`src/rtl/x2050roseq.sv`:
```
// Control-store address sequencer: forms the next ROS address from the microword
// field and branch conditions, with call stack, prioritised trap vectors and address history.
module x2050roseq #(
  parameter int AW     = 13,
  parameter int NCOND  = 64,
  parameter int SDEPTH = 4,
  parameter int HDEPTH = 4,
  parameter int NTRAP  = 4,
  parameter logic [AW-1:0] TRAP_BASE = 13'h040,
  localparam int CW = $clog2(NCOND)
) (
  input  logic                 i_clk,
  input  logic                 i_reset,
  input  logic                 i_ros_advance,
  input  logic [AW-3:0]        i_next_addr,
  input  logic [CW-1:0]        i_a_sel,
  input  logic [CW-1:0]        i_b_sel,
  input  logic [NCOND-1:0]     i_cond_a,
  input  logic [NCOND-1:0]     i_cond_b,
  input  logic                 i_call,
  input  logic                 i_ret,
  input  logic                 i_restore,
  input  logic [NTRAP-1:0]     i_trap,
  input  logic                 i_jam,
  input  logic [AW-1:0]        i_jam_addr,
  output logic [AW-1:0]        o_roar,
  output logic [AW-1:0]        o_nextroar,
  output logic [HDEPTH*AW-1:0] o_hist,
  output logic [AW-1:0]        o_backup,
  output logic                 o_trap_taken,
  output logic                 o_stack_ovf,
  output logic                 o_stack_unf,
  output logic                 o_key_match
);

  localparam int PW = $clog2(SDEPTH + 1);
  localparam int TW = (NTRAP > 1) ? $clog2(NTRAP) : 1;
  localparam logic [PW-1:0] SP_FULL = PW'(SDEPTH);
  localparam logic [AW-1:0] ONE_AW  = AW'(1);

  logic [AW-1:0]    stack_r [SDEPTH];
  logic [AW-1:0]    hist_r  [HDEPTH];
  logic [PW-1:0]    sp_r;
  logic [NTRAP-1:0] pend_r;

  logic             a_bit_s;
  logic             b_bit_s;
  logic [AW-1:0]    normal_s;
  logic [TW-1:0]    trap_idx_s;
  logic [AW-1:0]    trap_vec_s;
  logic [NTRAP-1:0] pend_low_s;
  logic [NTRAP-1:0] pend_next_s;
  logic             take_s;
  logic             load_s;

  // Select 0 (and any select past NCOND) reads as constant 0.
  function automatic logic cond_bit(input logic [NCOND-1:0] v, input logic [CW-1:0] sel);
    logic r;
    r = 1'b0;
    for (int i = 1; i < NCOND; i++) begin
      r = r | ((sel == CW'(i)) & v[i]);
    end
    return r;
  endfunction

  // Next-address formation and trap arbitration
  always_comb begin
    a_bit_s    = cond_bit(i_cond_a, i_a_sel);
    b_bit_s    = cond_bit(i_cond_b, i_b_sel);
    normal_s   = {i_next_addr, a_bit_s, b_bit_s};
    trap_idx_s = '0;
    for (int k = NTRAP - 1; k >= 0; k--) begin
      trap_idx_s = pend_r[k] ? TW'(k) : trap_idx_s;
    end
    trap_vec_s  = TRAP_BASE + AW'({trap_idx_s, 2'b00});
    pend_low_s  = pend_r & (~pend_r + NTRAP'(1));
    take_s      = i_ros_advance & ~i_jam & (|pend_r);
    load_s      = i_jam | i_ros_advance;
    // A request arriving in the taking cycle must survive the clear of the lowest bit.
    if (take_s) begin
      pend_next_s = (pend_r & ~pend_low_s) | i_trap;
    end else begin
      pend_next_s = pend_r | i_trap;
    end
  end

  // Combinational outputs and history flattening
  always_comb begin
    o_nextroar  = normal_s;
    o_key_match = (i_jam_addr == o_roar);
    o_hist      = '0;
    for (int i = 0; i < HDEPTH; i++) begin
      o_hist[i*AW +: AW] = hist_r[i];
    end
  end

  // ROAR load, stack, trap and history state
  always_ff @(posedge i_clk) begin
    if (i_reset) begin
      o_roar       <= '0;
      o_backup     <= '0;
      o_trap_taken <= 1'b0;
      o_stack_ovf  <= 1'b0;
      o_stack_unf  <= 1'b0;
      sp_r         <= '0;
      pend_r       <= '0;
      for (int i = 0; i < SDEPTH; i++) stack_r[i] <= '0;
      for (int i = 0; i < HDEPTH; i++) hist_r[i] <= '0;
    end else begin
      pend_r       <= pend_next_s;
      o_trap_taken <= take_s;
      if (load_s) begin
        for (int i = HDEPTH - 1; i > 0; i--) hist_r[i] <= hist_r[i-1];
        hist_r[0] <= o_roar;
      end
      if (i_jam) begin
        o_roar <= i_jam_addr;
      end else if (i_ros_advance) begin
        if (take_s) begin
          o_roar   <= trap_vec_s;
          o_backup <= normal_s;
        end else if (i_restore) begin
          o_roar <= o_backup;
        end else if (i_ret) begin
          if (sp_r == '0) begin
            o_roar      <= '0;
            o_stack_unf <= 1'b1;
          end else begin
            o_roar <= stack_r[0];
            for (int i = 0; i < SDEPTH - 1; i++) stack_r[i] <= stack_r[i+1];
            stack_r[SDEPTH-1] <= '0;
            sp_r <= sp_r - PW'(1);
          end
        end else if (i_call) begin
          // Stack is a shift register with the top at entry 0; a full push drops the oldest.
          o_roar <= normal_s;
          for (int i = SDEPTH - 1; i > 0; i--) stack_r[i] <= stack_r[i-1];
          stack_r[0] <= o_roar + ONE_AW;
          if (sp_r == SP_FULL) begin
            o_stack_ovf <= 1'b1;
          end else begin
            sp_r <= sp_r + PW'(1);
          end
        end else begin
          o_roar <= normal_s;
        end
      end
    end
  end

endmodule

```
`config.mk`:
```
export PLATFORM = sky130hd
export DESIGN_NAME = x2050roseq
export DESIGN_NICKNAME = d
export VERILOG_FILES = /design/src/rtl/x2050roseq.sv
export SDC_FILE = /design/constraint.sdc
export NUM_CORES = 1
export LEC_CHECK = 0
export CORE_ASPECT_RATIO = 1.4
export CORE_MARGIN = 5
export CORE_UTILIZATION = 40
export CTS_CLUSTER_DIAMETER = 100
export CTS_CLUSTER_SIZE = 40
export DETAILED_ROUTE_END_ITERATION = 10
export PLACE_DENSITY = 0.8
export SLEW_MARGIN = 20
export SYNTH_ARGS = -nofsm -noshare
export SYNTH_HDL_FRONTEND = slang
export SYNTH_SLANG_ARGS = --single-unit
```
`constraint.sdc`:
```
create_clock -name i_clk -period 9.95 [get_ports i_clk]
set_clock_uncertainty 0.05 [all_clocks]
set_input_delay 1.99 -clock i_clk [delete_from_list [all_inputs] [get_ports i_clk]]
set_output_delay 1.99 -clock i_clk [all_outputs]
set_load 0.005 [all_outputs]
```
== Yosys cells after proc, flatten, opt, wreduce, memory -nomap -nowiden ==
Memory sizes are Yosys's and may differ from the RTL's.
Cells that the tools add are included.

* Register bits after elaboration: 36
* Memories: 2
* Logic and storage cells: 475
* Output and inout port bits: 95
* Memory bits (writable): 104

* Reductions and logical operators: 8
* Bitwise logic cells: 275
* $add $sub $neg: 5
* Multiplexer cells: 48
* Eq/ne operators: 130

{| class="wikitable"
|+ Memory list
! name !! depth !! width !! rd ports !! clocked after memory_dff !! wr ports !! line !! source
|-
| hist_r || 4 || 13 || 4 || 0 || 4 || 42 || <nowiki>logic [AW-1:0] hist_r [HDEPTH];</nowiki>
|-
| stack_r || 4 || 13 || 4 || 0 || 4 || 41 || <nowiki>logic [AW-1:0] stack_r [SDEPTH];</nowiki>
|}

{| class="wikitable"
|+ Operators with widths
! kind !! count
|-
| equality test 6 bit (second input constant) || 64
|-
| 2-to-1 mux 13 bit || 18
|-
| equality test 6 x 5 -> 1 bit (second input constant) || 32
|-
| OR 1 bit || 137
|-
| AND 1 bit || 128
|-
| equality test 6 x 4 -> 1 bit (second input constant) || 16
|-
| equality test 6 x 3 -> 1 bit (second input constant) || 8
|-
| equality test 6 x 2 -> 1 bit (second input constant) || 4
|-
| 2-to-1 mux 1 bit || 21
|-
| AND reduction 7 bit || 2
|-
| adder 13 x 1 -> 13 bit (second input constant) || 1
|-
| equality test 13 bit || 1
|-
| equality test 6 x 1 -> 1 bit (second input constant) || 2
|-
| 2-to-1 mux 3 bit || 4
|-
| adder 7 x 4 -> 8 bit (first input constant) || 1
|-
| AND 4 bit || 2
|-
| 2-to-1 mux 2 bit || 4
|-
| NOT 4 bit || 2
|-
| OR 4 bit || 2
|-
| AND reduction 6 bit || 1
|-
| adder 4 x 1 -> 4 bit (second input constant) || 1
|-
| 2-to-1 mux 4 bit || 1
|-
| inequality test 2 bit (second input constant) || 2
|-
| NOT 1 bit || 4
|-
| other kinds (7) || 8
|}

== Longest topological paths before layout ==
* Depth in word-level cells: 69
* Mapped depth: 10
* Gate-level depth less buffers: 7

== Worst setup path after synthesis ==
No wires, ideal clock.

* Path type: input-to-output
* Start: input i_a_sel[3]
* End: output o_nextroar[1]
* Slack: 4.350 ns
* Required time: 7.910 ns
* Buffers on the path: 2
* Data arrival time: 3.560 ns
* Stages: 8
* Path through: buf_2 inv_1 and3_1 a32o_1 a22o_1 o311a_1 or3_1 buf_4

* Cells in the longest elaborated chain, start to end: 64
* Elaborated cells on any way between the ends: 188
* Classes of those cells: 63 x eq/ne; 125 x bitwise

{| class="wikitable"
|+ Ends and longest elaborated chain
! what !! line !! source
|-
| from (decl) || 16 || <nowiki>input logic [CW-1:0] i_a_sel,</nowiki>
|-
| equality test 6 x 1 -> 1 bit or equality test 6 x 2 -> 1 bit (tied branches) || 61 || <nowiki>r = r | ((sel == CW'(i)) & v[i]);</nowiki>
|-
| AND 1 bit || 61 ||
|-
| OR 1 bit (61 in a row) || 61 ||
|-
| OR 1 bit * || 61 ||
|-
| to (decl) || 27 || <nowiki>output logic [AW-1:0] o_nextroar,</nowiki>
|}

Mark *: on every way between the ends. The rest lies on a longest branch, timed or not.

== Worst setup path after layout ==
* Start: input i_a_sel[0]
* End: output o_nextroar[1]

Same word-level chain as after synthesis.

==> results.md <==
* Critical path's largest stage delay at 1010 ps
* Number of rows created at floorplan at 60
* Clock tree from TritonCTS: yes
* Clock slew at reported path FFs at 60 ps
* Commonest register cell after synthesis: sky130_fd_sc_hd__edfxtp_1
* Crit path kind: in2out
* Synth Warn # at 0
* Cell type with the highest occurrence count on the critical path: sky130_fd_sc_hd__clkdlybuf4s50_1
* Number of buffers inserted for hold repair after clock tree synthesis at 0
* Insertion delay of the later-clocked pin in the worst-skew pair at 420 ps
* Sum of overflow across all layers after global routing at 0
* Final Wtd Congestion at 0.863
* Chip width at 128 um
* Number of I/O pins at 270
* Fillers at 1687
* Slew HR at 35.8%
* Routed vias/inst at 5.49
* Final wirelength at 23000 um
* Crit path arrival time at 5060 ps
* Total die area at 22300 sq um
* Overall die height at 175 um
* Antenna violation net count after detailed routing at 0
* Antenna violations before repair at 0
* Peak Freq at 141 MHz
* Maximum level of the CTS H-tree at 4
* Number of buffers inserted by post-CTS setup repair at 0
* DP Worst Slack at 2750 ps
* Critical path's slowest cell: sky130_fd_sc_hd__clkdlybuf4s50_1
* Initial Util at 40.5%
* Core Box Area at 19100 sq um
* Proportion of layout cells with a drive suffix above 1 at 6.84%
* Syn_area_per_cell at 10.2 sq um
* Status: complete, no violations
* Clock root cell: sky130_fd_sc_hd__clkbuf_16
* Area growth, synth to finish at 41.9%
* R2R Path Start: pend_r[0]
* Number of enable-type register cells in the synthesized netlist at 104
* Finish-stage setup viols at 0
* Vias in the first global route at 6813
* Hold Worst Slack at 424 ps
* Critical path, cell by cell: clkdlybuf4s50_1 -> mux4_2 -> a22o_1 -> o311a_1 -> or3_1 -> clkdlybuf4s50_1
* Number of sinks on the clock net at 140
* Final setup slack of the worst path at 2850 ps
* Synthesized net count at 938
* Post-synth cell types at 77
* Max VDD drop at 0.000123 V
* Hold Path Origin: o_stack_unf
* DRC Markers at 0
* Setup repair after global routing missed its margin: no
* Min Clock Period, post-route at 7100 ps
* Synth async-reset ratio at 0%
* Max-slew violation total from the final report at 0
* Launching instance or port of the critical path: i_a_sel[0]
* Number of cells upsized or downsized after cts at 0
* CP Data Required Time at 7910 ps
* Max-capacitance violation count at 0
* Largest net degree at the start of global routing at 53
* Setup total negative slack at 0 ps
* Number of buffers inserted during clock tree synthesis at 17
* Total Routing Usage GR at 19.9%
* Net count, final at 1158
* DRT Pass-1 Iters at 5
* Post-Syn Instances at 761
* Max Fanout on Critical Path at 24
* Wire length of the first global-routing pass at 35400 um
* Share of the clock period used by the worst path at 71.3%
* Crit start category: input pin
* Post-DP HPWL at 17200 um
* Sequential element share of the synthesized area at 49.6%
* Final Hold Fails at 0
* Hold Path Class: reg2reg
* Input/output buffers at 267
* Routed length per instance at 18.5 um
* Cell area after technology mapping at 7750 sq um
* Number of buffers on the longest clock path at 2
* Antenna diode count at 0
* Power per cell area at 137 nW/um^2
* Number of DRC violations after detailed-routing iteration 0 at 474
* Flip-flop and latch count after synthesis at 140
* Leakage power at 3.98 nW
* Slew at the pin closest to its max-slew limit at 959 ps
* Detailed-route via count at 6817
* Crit. End Element: output pin
-- registers in the layout, indices dropped and copies added (netlist names) --
name          cells
hist_r           52
o_backup         13
o_roar           13
o_stack_ovf       1
o_stack_unf       1
o_trap_taken      1
pend_r            4
sp_r              3
stack_r          52
-- synth_stat cells (12+ instances only) --
cell	number	area share, %
sky130_fd_sc_hd__dfxtp_1	36	9.3
sky130_fd_sc_hd__buf_4	18	1.7
sky130_fd_sc_hd__nor3b_1	17	1.6
sky130_fd_sc_hd__a31oi_1	15	1.2
sky130_fd_sc_hd__and3_1	15	1.2
sky130_fd_sc_hd__and2_1	67	5.4
sky130_fd_sc_hd__a21oi_1	39	2.5
sky130_fd_sc_hd__mux2i_1	12	1.5
sky130_fd_sc_hd__clkbuf_1	31	1.5
sky130_fd_sc_hd__xor2_1	16	1.8
sky130_fd_sc_hd__nand2_1	64	3.1
sky130_fd_sc_hd__nand3_1	22	1.4
sky130_fd_sc_hd__buf_2	19	1.2
sky130_fd_sc_hd__inv_1	14	0.68
sky130_fd_sc_hd__o21ai_0	34	2.2
sky130_fd_sc_hd__a22o_1	30	3.4
sky130_fd_sc_hd__edfxtp_1	104	40
sky130_fd_sc_hd__nor2_1	41	2.0
sky130_fd_sc_hd__nand3b_1	12	1.2
-- cells by family (layout without fill, tap and decap cells) --
group	after synthesis	count (layout)	share of synthesized area (%)
xor gates and xnor gates	26	26	2.94
buffers and inverters	87	320	5.40
AOI/OAI and AO/OA	182	182	16.2
and+or+nand+nor	300	300	21.8
DFF	140	140	49.6
muxes	24	24	3.58
adders and majority gates	2	2	0.419
-- per-layer routing --
layer / track usage (%) / vias to the layer above / share of wire (%)
met5: 0 / - / 0
met4: 9.12 / 0 / 3.9
met3: 4.92 / 44 / 7.2
met2: 36.3 / 286 / 53
met1: 21.2 / 3221 / 36
li1: - / 3266 / -
-- critical path, delay by kind of cell --
kind	cells	cell delay, ps
AOI/OAI and AO/OA	2	610
buffers and inverters	2	1500
muxes	1	610
and+or+nand+nor	1	350
-- where the power goes --
part           leakage (nW)  switching [mW]  internal [mW]
registers              1.44          0.0214          0.655
clock network         0.263           0.269          0.328
logic                  2.28          0.0994          0.139
-- cells in the final DEF, fill, tap and decap left out, types with 22 or more instances in the layout --
cell / netlist / routed
sky130_fd_sc_hd__a21oi_1: 39 / 39
sky130_fd_sc_hd__a22o_1: 30 / 30
sky130_fd_sc_hd__and2_1: 67 / 67
sky130_fd_sc_hd__clkdlybuf4s50_1: 0 / 266
sky130_fd_sc_hd__dfxtp_1: 36 / 36
sky130_fd_sc_hd__edfxtp_1: 104 / 104
sky130_fd_sc_hd__nand2_1: 64 / 64
sky130_fd_sc_hd__nand3_1: 22 / 22
sky130_fd_sc_hd__nor2_1: 41 / 40
sky130_fd_sc_hd__o21ai_0: 34 / 34
-- layout make-up --
class | instances | area [sq um] | share of cell area (%)
Clock buffer | 17 | 425 | 3.87
Timing Repair Buffer | 274 | 2720 | 24.7
Tap cell | 248 | 310 | 2.82
Inverter | 14 | 52.6 | 0.478
Multi-Input combinational cell | 534 | 3520 | 32.0
Sequential cell | 140 | 3840 | 34.9
Clock inverter | 15 | 134 | 1.22
-- worst paths after layout --
path              endpoint  slack (ps)  cells past startpoint
min            o_stack_unf         420                      2
max          o_nextroar[1]        2850                      6
max reg2reg  stack_r[0][3]        7070                      6
min reg2reg    o_stack_unf         420                      2
-- through the flow --
step           util (%)  total power, mW  cell area (sq um)  cells
4_1_cts            57.5             1.52              11000   1242
3_5_place_dp       54.6            0.928              10400   1210
6_report           57.5             1.51              11000   1242
5_1_grt            57.5             1.57              11000   1242
2_1_floorplan         -            0.785               7750    761
3_3_place_gp       54.6            0.924              10400   1210
Power figures use the tool's default switching activity.
